==> src/rtl/collatz_pkg.sv <==
// Shared definitions for the parallel Collatz range tester.
// Contents: controller state encoding, parameter sanity helpers and the
// count saturation constant helper used by the iterator lanes.
package collatz_pkg;

    typedef enum logic [1:0] {
        S_IDLE  = 2'd0,
        S_RUN   = 2'd1,
        S_DRAIN = 2'd2,
        S_DONE  = 2'd3
    } state_t;

    // True when RAM_WORDS entries can be addressed with abits address bits.
    function automatic bit addr_fits(input int words, input int abits);
        return (words >= 32'sd1) && (abits < 32'sd31) && (words <= (32'sd1 << abits));
    endfunction

    // True when the lane count is inside the supported range.
    function automatic bit lanes_ok(input int lanes);
        return (lanes >= 32'sd1) && (lanes <= 32'sd8);
    endfunction

    // All-ones value of a cw-bit counter, i.e. the saturation point.
    function automatic logic [31:0] cnt_sat(input int cw);
        return (cw >= 32'sd32) ? 32'hFFFF_FFFF : ((32'd1 << cw) - 32'd1);
    endfunction

endpackage

==> src/rtl/collatz_range_par_lane.sv <==
// One Collatz iterator lane.
// Ports:
//   clk, reset_n          clock and async active-low reset
//   load, value, offset_in start iterating 'value', tagged with 'offset_in'
//   ready                  result (cnt, offset_out, ovf) valid; held until ack
//   ack                    consumer took the result; lane returns to idle
//   cnt                    number of terms (1 for value 1, 0 for value 0,
//                          all ones on overflow)
//   offset_out             tag captured at load
//   ovf                    3n+1 exceeded N_BITS for this value
module collatz_lane
    import collatz_pkg::*;
#(
    parameter int N_BITS = 32,
    parameter int CW     = 16,
    parameter int OFF_W  = 4
) (
    input  logic              clk,
    input  logic              reset_n,
    input  logic              load,
    input  logic [N_BITS-1:0] value,
    input  logic [OFF_W-1:0]  offset_in,
    output logic              ready,
    input  logic              ack,
    output logic [CW-1:0]     cnt,
    output logic [OFF_W-1:0]  offset_out,
    output logic              ovf
);

    localparam logic [CW-1:0]     SAT = CW'(cnt_sat(CW));
    localparam logic [N_BITS-1:0] ONE = N_BITS'(1);
    localparam logic [N_BITS+1:0] ONE_WIDE = {{(N_BITS+1){1'b0}}, 1'b1};

    logic              run_q, run_d;
    logic              rdy_q, rdy_d;
    logic              ovf_q, ovf_d;
    logic [N_BITS-1:0] n_q, n_d;
    logic [CW-1:0]     cnt_q, cnt_d;
    logic [OFF_W-1:0]  off_q, off_d;
    logic [N_BITS+1:0] trip_s;
    logic [CW-1:0]     cnt_inc_s;

    // 3n+1 with two guard bits so overflow past N_BITS is visible.
    assign trip_s    = ({2'b00, n_q} << 1) + {2'b00, n_q} + ONE_WIDE;
    assign cnt_inc_s = (cnt_q == SAT) ? SAT : (cnt_q + CW'(1));

    // Next-state: load, one iteration step, or hold the result until ack.
    always_comb begin
        run_d = run_q;
        rdy_d = rdy_q;
        ovf_d = ovf_q;
        n_d   = n_q;
        cnt_d = cnt_q;
        off_d = off_q;
        if (load) begin
            off_d = offset_in;
            ovf_d = 1'b0;
            n_d   = value;
            if (value == '0) begin
                // Zero never reaches 1: report it directly with a count of 0.
                cnt_d = '0;
                run_d = 1'b0;
                rdy_d = 1'b1;
            end else begin
                cnt_d = CW'(1);
                run_d = 1'b1;
                rdy_d = 1'b0;
            end
        end else if (rdy_q) begin
            if (ack) begin
                rdy_d = 1'b0;
            end else begin
                rdy_d = 1'b1;
            end
        end else if (run_q) begin
            if (n_q == ONE) begin
                run_d = 1'b0;
                rdy_d = 1'b1;
            end else if (n_q[0]) begin
                if (trip_s[N_BITS+1:N_BITS] != 2'b00) begin
                    cnt_d = SAT;
                    ovf_d = 1'b1;
                    run_d = 1'b0;
                    rdy_d = 1'b1;
                end else begin
                    n_d   = trip_s[N_BITS-1:0];
                    cnt_d = cnt_inc_s;
                end
            end else begin
                n_d   = n_q >> 1;
                cnt_d = cnt_inc_s;
            end
        end else begin
            run_d = 1'b0;
        end
    end

    // Lane state registers.
    always_ff @(posedge clk or negedge reset_n) begin
        if (!reset_n) begin
            run_q <= 1'b0;
            rdy_q <= 1'b0;
            ovf_q <= 1'b0;
            n_q   <= '0;
            cnt_q <= '0;
            off_q <= '0;
        end else begin
            run_q <= run_d;
            rdy_q <= rdy_d;
            ovf_q <= ovf_d;
            n_q   <= n_d;
            cnt_q <= cnt_d;
            off_q <= off_d;
        end
    end

    assign ready      = rdy_q;
    assign cnt        = cnt_q;
    assign offset_out = off_q;
    assign ovf        = ovf_q;

endmodule

==> src/rtl/collatz_range_par.sv <==
// Parallel Collatz range tester.
// On go (while not busy) computes term counts for RAM_WORDS consecutive
// values base..base+RAM_WORDS-1 on LANES iterator lanes and stores them in
// an internal RAM indexed by offset; tracks maximum count, its start value
// and a sticky overflow flag. When idle/done, start[ADDR_BITS-1:0] is the
// RAM read address and count returns the data one cycle later.
// Ports: clk, reset_n (async, active low), go, start, busy, done, count,
//        max_count, max_start, ovf.
module collatz_range_par
    import collatz_pkg::*;
#(
    parameter int N_BITS    = 32,
    parameter int CW        = 16,
    parameter int RAM_WORDS = 16,
    parameter int ADDR_BITS = 4,
    parameter int LANES     = 4
) (
    input  logic              clk,
    input  logic              reset_n,
    input  logic              go,
    input  logic [N_BITS-1:0] start,
    output logic              busy,
    output logic              done,
    output logic [CW-1:0]     count,
    output logic [CW-1:0]     max_count,
    output logic [N_BITS-1:0] max_start,
    output logic              ovf
);

    localparam int IDX_W = ADDR_BITS + 1;
    localparam logic [IDX_W-1:0] WORDS = IDX_W'(RAM_WORDS);
    // An unsupported parameter set never dispatches, so the run visibly stalls.
    localparam bit CFG_OK = addr_fits(RAM_WORDS, ADDR_BITS) && lanes_ok(LANES);

    state_t               state_q, state_d;
    logic [N_BITS-1:0]    base_q, base_d;
    logic [IDX_W-1:0]     idx_q, idx_d;
    logic [IDX_W-1:0]     wr_q, wr_d;
    logic [CW-1:0]        max_cnt_q, max_cnt_d;
    logic [N_BITS-1:0]    max_start_q, max_start_d;
    logic [ADDR_BITS-1:0] max_off_q, max_off_d;
    logic                 max_vld_q, max_vld_d;
    logic                 ovf_q, ovf_d;
    logic                 busy_q, busy_d;
    logic                 done_q, done_d;
    logic [CW-1:0]        count_q, count_d;
    logic [LANES-1:0]     occ_q, occ_d;
    logic [CW-1:0]        mem_q [RAM_WORDS];

    logic [LANES-1:0]     lane_load_s, lane_ack_s, lane_rdy_s, lane_ovf_s;
    logic [CW-1:0]        lane_cnt_s [LANES];
    logic [ADDR_BITS-1:0] lane_off_s [LANES];
    logic [N_BITS-1:0]    value_s;
    logic [ADDR_BITS-1:0] rd_addr_s;

    logic                 free_found_s, rdy_found_s;
    logic [LANES-1:0]     free_vec_s, rdy_vec_s;
    logic [CW-1:0]        c_cnt_s;
    logic [ADDR_BITS-1:0] c_off_s;
    logic                 c_ovf_s;
    logic                 we_s;
    logic [ADDR_BITS-1:0] waddr_s;
    logic [CW-1:0]        wdata_s;

    assign value_s   = base_q + N_BITS'(idx_q);
    assign rd_addr_s = start[ADDR_BITS-1:0];

    for (genvar g = 0; g < LANES; g++) begin : g_lane
        collatz_lane #(
            .N_BITS (N_BITS),
            .CW     (CW),
            .OFF_W  (ADDR_BITS)
        ) u_lane (
            .clk        (clk),
            .reset_n    (reset_n),
            .load       (lane_load_s[g]),
            .value      (value_s),
            .offset_in  (idx_q[ADDR_BITS-1:0]),
            .ready      (lane_rdy_s[g]),
            .ack        (lane_ack_s[g]),
            .cnt        (lane_cnt_s[g]),
            .offset_out (lane_off_s[g]),
            .ovf        (lane_ovf_s[g])
        );
    end

    // Lowest-index free lane for dispatch, lowest-index ready lane for collection.
    always_comb begin
        free_found_s = 1'b0;
        free_vec_s   = '0;
        rdy_found_s  = 1'b0;
        rdy_vec_s    = '0;
        c_cnt_s      = '0;
        c_off_s      = '0;
        c_ovf_s      = 1'b0;
        for (int l = 0; l < LANES; l++) begin
            if (!free_found_s && !occ_q[l]) begin
                free_found_s  = 1'b1;
                free_vec_s[l] = 1'b1;
            end else begin
                free_found_s = free_found_s;
            end
            if (!rdy_found_s && lane_rdy_s[l]) begin
                rdy_found_s  = 1'b1;
                rdy_vec_s[l] = 1'b1;
                c_cnt_s      = lane_cnt_s[l];
                c_off_s      = lane_off_s[l];
                c_ovf_s      = lane_ovf_s[l];
            end else begin
                rdy_found_s = rdy_found_s;
            end
        end
    end

    // Controller: state transitions, dispatch, collection, max tracking, read port.
    always_comb begin
        state_d     = state_q;
        base_d      = base_q;
        idx_d       = idx_q;
        wr_d        = wr_q;
        max_cnt_d   = max_cnt_q;
        max_start_d = max_start_q;
        max_off_d   = max_off_q;
        max_vld_d   = max_vld_q;
        ovf_d       = ovf_q;
        count_d     = count_q;
        occ_d       = occ_q;
        lane_load_s = '0;
        lane_ack_s  = '0;
        we_s        = 1'b0;
        waddr_s     = '0;
        wdata_s     = '0;
        case (state_q)
            S_IDLE, S_DONE: begin
                if ({1'b0, rd_addr_s} < WORDS) begin
                    count_d = mem_q[rd_addr_s];
                end else begin
                    count_d = '0;
                end
                if (go) begin
                    state_d     = S_RUN;
                    base_d      = start;
                    idx_d       = '0;
                    wr_d        = '0;
                    max_cnt_d   = '0;
                    max_start_d = '0;
                    max_off_d   = '0;
                    max_vld_d   = 1'b0;
                    ovf_d       = 1'b0;
                end else begin
                    state_d = state_q;
                end
            end
            S_RUN: begin
                if (wr_q == WORDS) begin
                    state_d = S_DRAIN;
                end else begin
                    if (CFG_OK && free_found_s && (idx_q < WORDS)) begin
                        lane_load_s = free_vec_s;
                        idx_d       = idx_q + IDX_W'(1);
                    end else begin
                        idx_d = idx_q;
                    end
                    if (rdy_found_s) begin
                        lane_ack_s = rdy_vec_s;
                        we_s       = 1'b1;
                        waddr_s    = c_off_s;
                        wdata_s    = c_cnt_s;
                        wr_d       = wr_q + IDX_W'(1);
                        ovf_d      = ovf_q | c_ovf_s;
                        // Ties go to the smaller offset, independent of lane finish order.
                        if (!max_vld_q || (c_cnt_s > max_cnt_q) ||
                            ((c_cnt_s == max_cnt_q) && (c_off_s < max_off_q))) begin
                            max_vld_d   = 1'b1;
                            max_cnt_d   = c_cnt_s;
                            max_off_d   = c_off_s;
                            max_start_d = base_q + N_BITS'(c_off_s);
                        end else begin
                            max_vld_d = max_vld_q;
                        end
                    end else begin
                        wr_d = wr_q;
                    end
                    // A lane freed this cycle stays unavailable until the next one.
                    occ_d = (occ_q | lane_load_s) & ~lane_ack_s;
                end
            end
            S_DRAIN: begin
                state_d = S_DONE;
            end
            default: begin
                state_d = S_IDLE;
            end
        endcase
        busy_d = (state_d == S_RUN) || (state_d == S_DRAIN);
        done_d = (state_d == S_DONE);
    end

    // Controller and output registers.
    always_ff @(posedge clk or negedge reset_n) begin
        if (!reset_n) begin
            state_q     <= S_IDLE;
            base_q      <= '0;
            idx_q       <= '0;
            wr_q        <= '0;
            max_cnt_q   <= '0;
            max_start_q <= '0;
            max_off_q   <= '0;
            max_vld_q   <= 1'b0;
            ovf_q       <= 1'b0;
            busy_q      <= 1'b0;
            done_q      <= 1'b0;
            count_q     <= '0;
            occ_q       <= '0;
        end else begin
            state_q     <= state_d;
            base_q      <= base_d;
            idx_q       <= idx_d;
            wr_q        <= wr_d;
            max_cnt_q   <= max_cnt_d;
            max_start_q <= max_start_d;
            max_off_q   <= max_off_d;
            max_vld_q   <= max_vld_d;
            ovf_q       <= ovf_d;
            busy_q      <= busy_d;
            done_q      <= done_d;
            count_q     <= count_d;
            occ_q       <= occ_d;
        end
    end

    // Result RAM: contents survive reset.
    always_ff @(posedge clk) begin
        if (we_s) begin
            mem_q[waddr_s] <= wdata_s;
        end
    end

    assign busy      = busy_q;
    assign done      = done_q;
    assign count     = count_q;
    assign max_count = max_cnt_q;
    assign max_start = max_start_q;
    assign ovf       = ovf_q;

endmodule

==> config.mk <==
export PLATFORM = sky130hd
export DESIGN_NAME = collatz_range_par
export DESIGN_NICKNAME = d
export VERILOG_FILES = /design/src/rtl/collatz_pkg.sv /design/src/rtl/collatz_range_par_lane.sv /design/src/rtl/collatz_range_par.sv
export SDC_FILE = /design/constraint.sdc
export NUM_CORES = 1
export LEC_CHECK = 0
export CORE_MARGIN = 2
export CORE_UTILIZATION = 25
export CTS_CLUSTER_DIAMETER = 50
export DETAILED_ROUTE_END_ITERATION = 10
export GPL_TIMING_DRIVEN = 0
export SYNTH_ARGS = -nofsm -noshare
export SYNTH_HDL_FRONTEND = slang
export SYNTH_SLANG_ARGS = --single-unit
==> constraint.sdc <==
create_clock -name clk -period 4.95 [get_ports clk]
set_clock_uncertainty 0.15 [all_clocks]
set_input_delay 0.495 -clock clk [delete_from_list [all_inputs] [get_ports clk]]
set_output_delay 0.495 -clock clk [all_outputs]
set_load 0.05 [all_outputs]
==> results.toml, run 1 <==
[logic_synthesis]
ys_seq_area_share_pct = 43.1
synth_xor_area_share_pct = 4.17
synth_top_family_by_area = "compound AO/OA/AOI/OAI gates"
syn_inst = 3749
netlist_area_mm2 = 0.0376
synthAdderAreaFrac_pct = 8.25
synth_mux_area_share_pct = 7.80
synth_area_leaders = "dfrtp_1 23%, edfxtp_1 20%, ha_1 7.9%"
synth_edf_count = 256
synth_compound_area_share_pct = 18.8
ys_types = 100
yosys.area.top_type = "dfrtp_1"
async_flop_share_pct = 57.0
synth-warning-count = 0
synth-seq-cells = 596
synth_top_area_share_pct = 22.7
syn-num-nets = 4028
synth_simple_gate_area_share_pct = 13.2
ys.flop_type = "dfrtp_1"
syn_area_per_cell_um2 = 10.0

[placement]
portBuffers = 97
gp_congestion = 0.915
dp_hpwl_mm = 92.3

[floorplan]
dieArea_mm2 = 0.153
die_w_um = 392
die_h_um = 392
io_pins = 102
start_util_pct = 25.1
core_mm2 = 0.150
core.rowCount = 142

[critical_path]
cp_top_family = "simple AND/OR/NAND/NOR gates"
critPathSlowestCell = "or4_4"
path_buf_inv = 2
max_stage_delay_ns = 0.58
crit_path_max_fanout = 9
required_ns = 5.31
cp-start-kind = "flip-flop"
path_class = "reg -> reg"
end_kind = "flip-flop"
crit_chain = "ha_1 > inv_1 > fa_1 > nor2b_1 > o21ai_2 > a21boi_4 > o211ai_1 > xnor2_2 > buf_8 > or4b_1 > nor4_1 > o2111ai_1 > or4_4 > a21o_1"
arrival_ns = 5.11

[cells_and_area]
final_cell_mix = "340 x dfrtp_1, 320 x nand2_1, 293 x a21oi_1"
nNetsFinal = 4246
drive_gt1_share_pct = 11.1
fill_cells = 15500
area_delta_synth_final_pct = 19.2
final_common_cell = "dfrtp_1"

[power]
power_frac_comb_pct = 1.7
p_total_w = 0.0111
power_density_mw_per_mm2 = 248
intPower_w = 0.00866
p_leak_nw = 17.8
switching_power_w = 0.00246
p_seq_share_pct = 46.1
clock_power_share_pct = 52.2
swShare_pct = 22.1
peakVddDrop_v = 0.000239

[sta]
fin_crit_ns = 4.75
slew_viol_final = 16
post-route-period-util_pct = 95.9
grt_setup_unrepaired = "no"
clock.fmax_mhz = 211
whs_ns = 0.203
maxSlewHeadroom_pct = -6.47
worstMarginPinSlew_ns = 1.59
hold_viol = 0
setup_viol = 0

[detailed_routing]
finalWirelength_mm = 126
drt-initial-drc-count = 3223
drc = 0
dr.pass1.iters = 6
final_antenna_net_count = 0
viasPerCell = 5.23
num_vias = 31600
wire_per_inst_um = 20.8

[grt]
track_usage_pct = 15.9
grt_pass1_wl_mm = 190
gr-total-overflow = 0
grt_max_degree = 114
grt_antenna_before_repair = 1
grt_pass1_vias = 30300

[cts]
cts_root_buffer = "clkbuf_16"
clk_pin_slew_ns = 0.06
clkSinkCount = 596
ctsHtreeMaxLevel = 3
cts_buffers = 79
clk_latency_ns = 0.65
clockBufferDepth = 3
cts_tree = "yes"

[worst_hold_path]
hold_path.class = "in -> async"

[run]
drv_cap = 3

[run_status]
violations = "capacitance limit, slew limit"
status = "complete, but fails checks"
[cells in the mapped netlist (all sizes together), types with 50 or more instances]
library cell and number:
mux2 54, buf 55, clkbuf 159, nor3 93, a21o 75, o21ai 215
nand2 320, xnor2 104, and3 50, mux2i 52, a21oi 296, edfxtp 256
nand3 88, ha 238, xor2 75, a221oi 75, dfrtp 340, nor2 271
nand4 60, mux4 80, inv 232
[power by group through the flow]
stage	clock (W)	sequential, W	combinational [W]
finish	0.00580	0.00513	0.000184
global placement	0	0.00523	0.000181
floorplan	0	0.00522	0.0000620
detailed placement	0	0.00522	0.000190
global route	0.00607	0.00513	0.000201
CTS	0.00588	0.00513	0.000191
[worst register-to-register path, delay by kind of cell, from the launching register on]
family | cells | cell delay [ns]
and+or+nand+nor | 4 | 1.63
AOI/OAI and AO/OA | 5 | 1.04
adders and majority gates | 2 | 0.66
xor gates and xnor gates | 1 | 0.29
buffers and inverters | 2 | 0.30
DFF | 1 | 0.57
[layout make-up]
class,count,area [um^2],area share (%)
multi-input combinational,2707,19900,44.4
sequential,596,16200,36.2
tap,2016,2520,5.63
clock buffer,104,2180,4.87
timing repair buffer,139,1720,3.84
buffer,212,906,2.02
inverter,232,871,1.95
clock inverter,36,487,1.09
antenna,3,7.51,0.0168
[metrics by stage]
stage | setup WS [ns] | instance area (um^2) | TNS [ns] | util, % | std cells
4_1_cts | 0.00935 | 44700 | 0 | 29.9 | 6041
3_3_place_gp | -13.23 | 41100 | -4521.48 | 27.4 | 5862
3_5_place_dp | -0.556 | 42000 | -11.16 | 28.1 | 5901
2_1_floorplan | 0.961 | 37600 | 0 | - | 3749
5_1_grt | 0.0364 | 44800 | 0 | 29.9 | 6042
6_report | 0.203 | 44800 | 0 | 29.9 | 6045
[path summary, 6_finish.rpt]
path	startpoint	to	slack, ns	depth (start not counted)
max	idx_q[0]	g_lane[1].u_lane.cnt[0]	0.20	14
min	reset_n	count[9]	0.20	2
max reg2reg	idx_q[0]	g_lane[1].u_lane.cnt[0]	0.20	14
min reg2reg	g_lane[1].u_lane.offset_out[2]	g_lane[1].u_lane.offset_out[2]	0.33	2
max in group asynchronous	reset_n	base_q[11]	2.93	4
min in group clk	start[5]	base_q[5]	0.32	2
[sequential cells by signal, summed over array words and instances (netlist names)]
| register | count |
|---|---|
| max_off_q | 4 |
| max_vld_q | 1 |
| g_lane.u_lane.ovf | 4 |
| g_lane.u_lane.n_q | 128 |
| done | 1 |
| base_q | 32 |
| ovf | 1 |
| idx_q | 5 |
| max_count | 16 |
| occ_q | 4 |
| max_start | 32 |
| wr_q | 5 |
| busy | 1 |
| g_lane.u_lane.cnt | 64 |
| g_lane.u_lane.run_q | 4 |
| mem_q | 256 |
| g_lane.u_lane.offset_out | 16 |
| state_q | 2 |
| g_lane.u_lane.ready | 4 |
| count | 16 |
[what timing repair did]
item | 4_1_cts | 5_1_grt
pin swaps | 0 | 1
hold buffers | 1 | 0
endpoints found under the setup margin | 57 | 59
hold endpoints to repair | 35 | 0
resized for setup | 9 | 13
buffers inserted | 0 | 2
[routing by layer]
layer	vias to the layer above	GRT usage, %	part of all wire (%)
li1	14400	-	-
met1	15600	21.5	43
met2	1385	25.1	45
met3	245	2.62	7.9
met4	0	6.99	4.4
met5	-	0	0
[cells by family after synthesis]
group           count (synthesis)
mux                           186
fa+ha+maj                     244
compound gates               1057
flops                         596
simple gates                 1041
xor+xnor                      179
buf+inv                       446
Power figures use the tool's default switching activity.
==> inputs of run 2 (changes only) <==
--- a/config.mk
+++ b/config.mk
@@ -10,6 +10,7 @@
 export CTS_CLUSTER_DIAMETER = 50
 export DETAILED_ROUTE_END_ITERATION = 10
 export GPL_TIMING_DRIVEN = 0
+export PLACE_DENSITY_LB_ADDON = 0.1
 export SYNTH_ARGS = -nofsm -noshare
 export SYNTH_HDL_FRONTEND = slang
 export SYNTH_SLANG_ARGS = --single-unit
==> run 2 against run 1 <==
Compared with the run above:
- the flow now finishes without violations
- clock power up 27%
- routed wire length up 18%
- setup slack better by 0.041 ns
- power up 14%
- global-route usage up 3.3 points
- design area up 2.1%
- count of clock-buffer cells in the layout up 17
- first-iteration DRC count down 29%
- combinational power up 3%
- sequential power about the same
- sequential share of layout area down 0.73 points
- non-clock buffer count up 4
- critical path type unchanged
==> results.toml, run 2 (synthesis gave the netlist of run 1 again) <==
[cts]
clk_pin_slew_ns = 0.05
cts_tree = "yes"
cts_root_buffer = "clkbuf_16"
clk_latency_ns = 0.70
cts_buffers = 95
ctsHtreeMaxLevel = 3
clkSinkCount = 596
clockBufferDepth = 3

[sta]
grt_setup_unrepaired = "no"
maxSlewHeadroom_pct = 8.03
clock.fmax_mhz = 212
fin_crit_ns = 4.71
post-route-period-util_pct = 95.1
hold_viol = 0
setup_viol = 0
timing.final.ws_setup_ns = 0.243
slew_viol_final = 0
worstMarginPinSlew_ns = 1.37

[critical_path]
crit_path_max_fanout = 9
arrival_ns = 5.11
critPathSlowestCell = "or4_4"
cp_top_family = "simple AND/OR/NAND/NOR gates"
required_ns = 5.35
path_class = "reg -> reg"
crit_chain = "ha_1 > inv_1 > fa_1 > nor2b_1 > o21ai_2 > a21boi_2 > o211ai_1 > xnor2_2 > or4b_1 > nor4_1 > o2111ai_1 > or4_4 > a21o_1"
path_buf_inv = 1
end_kind = "flip-flop"
cp-start-kind = "flip-flop"
max_stage_delay_ns = 0.62

[cells_and_area]
final_cell_mix = "339 x dfrtp_1, 320 x nand2_1, 293 x a21oi_1"
final_common_cell = "dfrtp_1"
regMostFlops = "mem_q"
layout.cells.non_filler = 6084
area_delta_synth_final_pct = 21.6
drive_gt1_share_pct = 12.4
nNetsFinal = 4266
largest_reg_flops = 256

[floorplan]
die_w_um = 392
dieArea_mm2 = 0.153
core.rowCount = 142
start_util_pct = 25.1
io_pins = 102
die_h_um = 392
core_mm2 = 0.150

[grt]
grt_pass1_vias = 31000
grt_pass1_wl_mm = 219
track_usage_pct = 19.2
gr-total-overflow = 0
grt_max_degree = 96
grt_antenna_before_repair = 5

[power]
switching_power_w = 0.00278
intPower_w = 0.00991
power_density_mw_per_mm2 = 278
p_seq_share_pct = 40.4
p_leak_nw = 18.2
clock_power_share_pct = 58.1
peakVddDrop_v = 0.000246
power_frac_comb_pct = 1.5
swShare_pct = 21.9

[placement]
portBuffers = 97
gp_congestion = 0.825
place_inst = 5906
dp_hpwl_mm = 111
pre_cts_ws_ns = -0.849

[detailed_routing]
num_vias = 30900
drc = 0
wire_per_inst_um = 24.4
drt-initial-drc-count = 2296
dr.pass1.iters = 5
finalWirelength_mm = 148
final_antenna_net_count = 0
viasPerCell = 5.08

[worst_hold_path]
hold_path.class = "in -> async"

[run]
drv_cap = 0

[run_status]
status = "completed"
run 2: cell count changes in the layout (fill, tap and decap cells not counted), moves of 5 or more:
cell	previous run	this run
clkbuf_1	166	158
bufinv_16	6	17
clkinvlp_4	4	9
nor2_4	0	5
buf_8	21	27
clkbuf_16	79	97
run 2: final cells by class:
class	instances	area, um^2
fill	15700	104000
antenna	1	2.50
clock inverter	56	831
clock buffer	121	2670
timing repair buffer	143	1730
inverter	232	871
multi-input combinational	2707	20000
tap	2016	2520
sequential	596	16200
buffer	212	908
run 2: path summary, 6_finish.rpt:
kind / startpoint / end / slack [ns] / cells past startpoint
worst max-delay path: idx_q[0] / g_lane[1].u_lane.cnt[0] / 0.24 / 13
worst min-delay path: reset_n / g_lane[2].u_lane.n_q[22] / 0.21 / 2
worst max register to register: idx_q[0] / g_lane[1].u_lane.cnt[0] / 0.24 / 13
worst min register to register: g_lane[1].u_lane.offset_out[2] / g_lane[1].u_lane.offset_out[2] / 0.33 / 2
max in group asynchronous: reset_n / g_lane[0].u_lane.n_q[21] / 3.31 / 3
min in group clk: start[6] / base_q[6] / 0.26 / 2
run 2: routing by layer:
metal	part of all wire, %	vias to the layer above	track usage (%)
li1	-	14400	-
met1	46	15600	26.4
met2	47	688	31.6
met3	3.9	184	2.55
met4	2.8	0	5.21
met5	0	-	0
run 2: power groups by stage:
stage	Combinational, W	Clock, W	Sequential (W)
floorplan	0.0000620	0	0.00522
global placement	0.000192	0	0.00523
detailed placement	0.000200	0	0.00522
CTS	0.000201	0.00753	0.00513
global route	0.000210	0.00774	0.00513
finish	0.000189	0.00737	0.00513
run 2: through the flow:
stage | setup TNS, ns | util (%) | hold slack (ns) | power (W) | area [um^2]
after floorplan | 0 | - | 0.0494 | 0.00529 | 37600
after global placement | -5124.38 | 27.4 | 0.316 | 0.00542 | 41100
after detailed placement | -28.94 | 28.1 | 0.315 | 0.00542 | 42100
after CTS | 0 | 30.5 | 0.205 | 0.0129 | 45700
after global routing | 0 | 30.5 | 0.212 | 0.0131 | 45700
final | 0 | 30.5 | 0.213 | 0.0127 | 45700
run 2: timing repair:
item | 4_1_cts | 5_1_grt
hold buffers | 1 | 0
endpoints found under the hold margin | 78 | 0
endpoints found under the setup margin | 64 | 66
setup buffers | 0 | 1
resized for setup | 13 | 14
pin swaps | 0 | 1
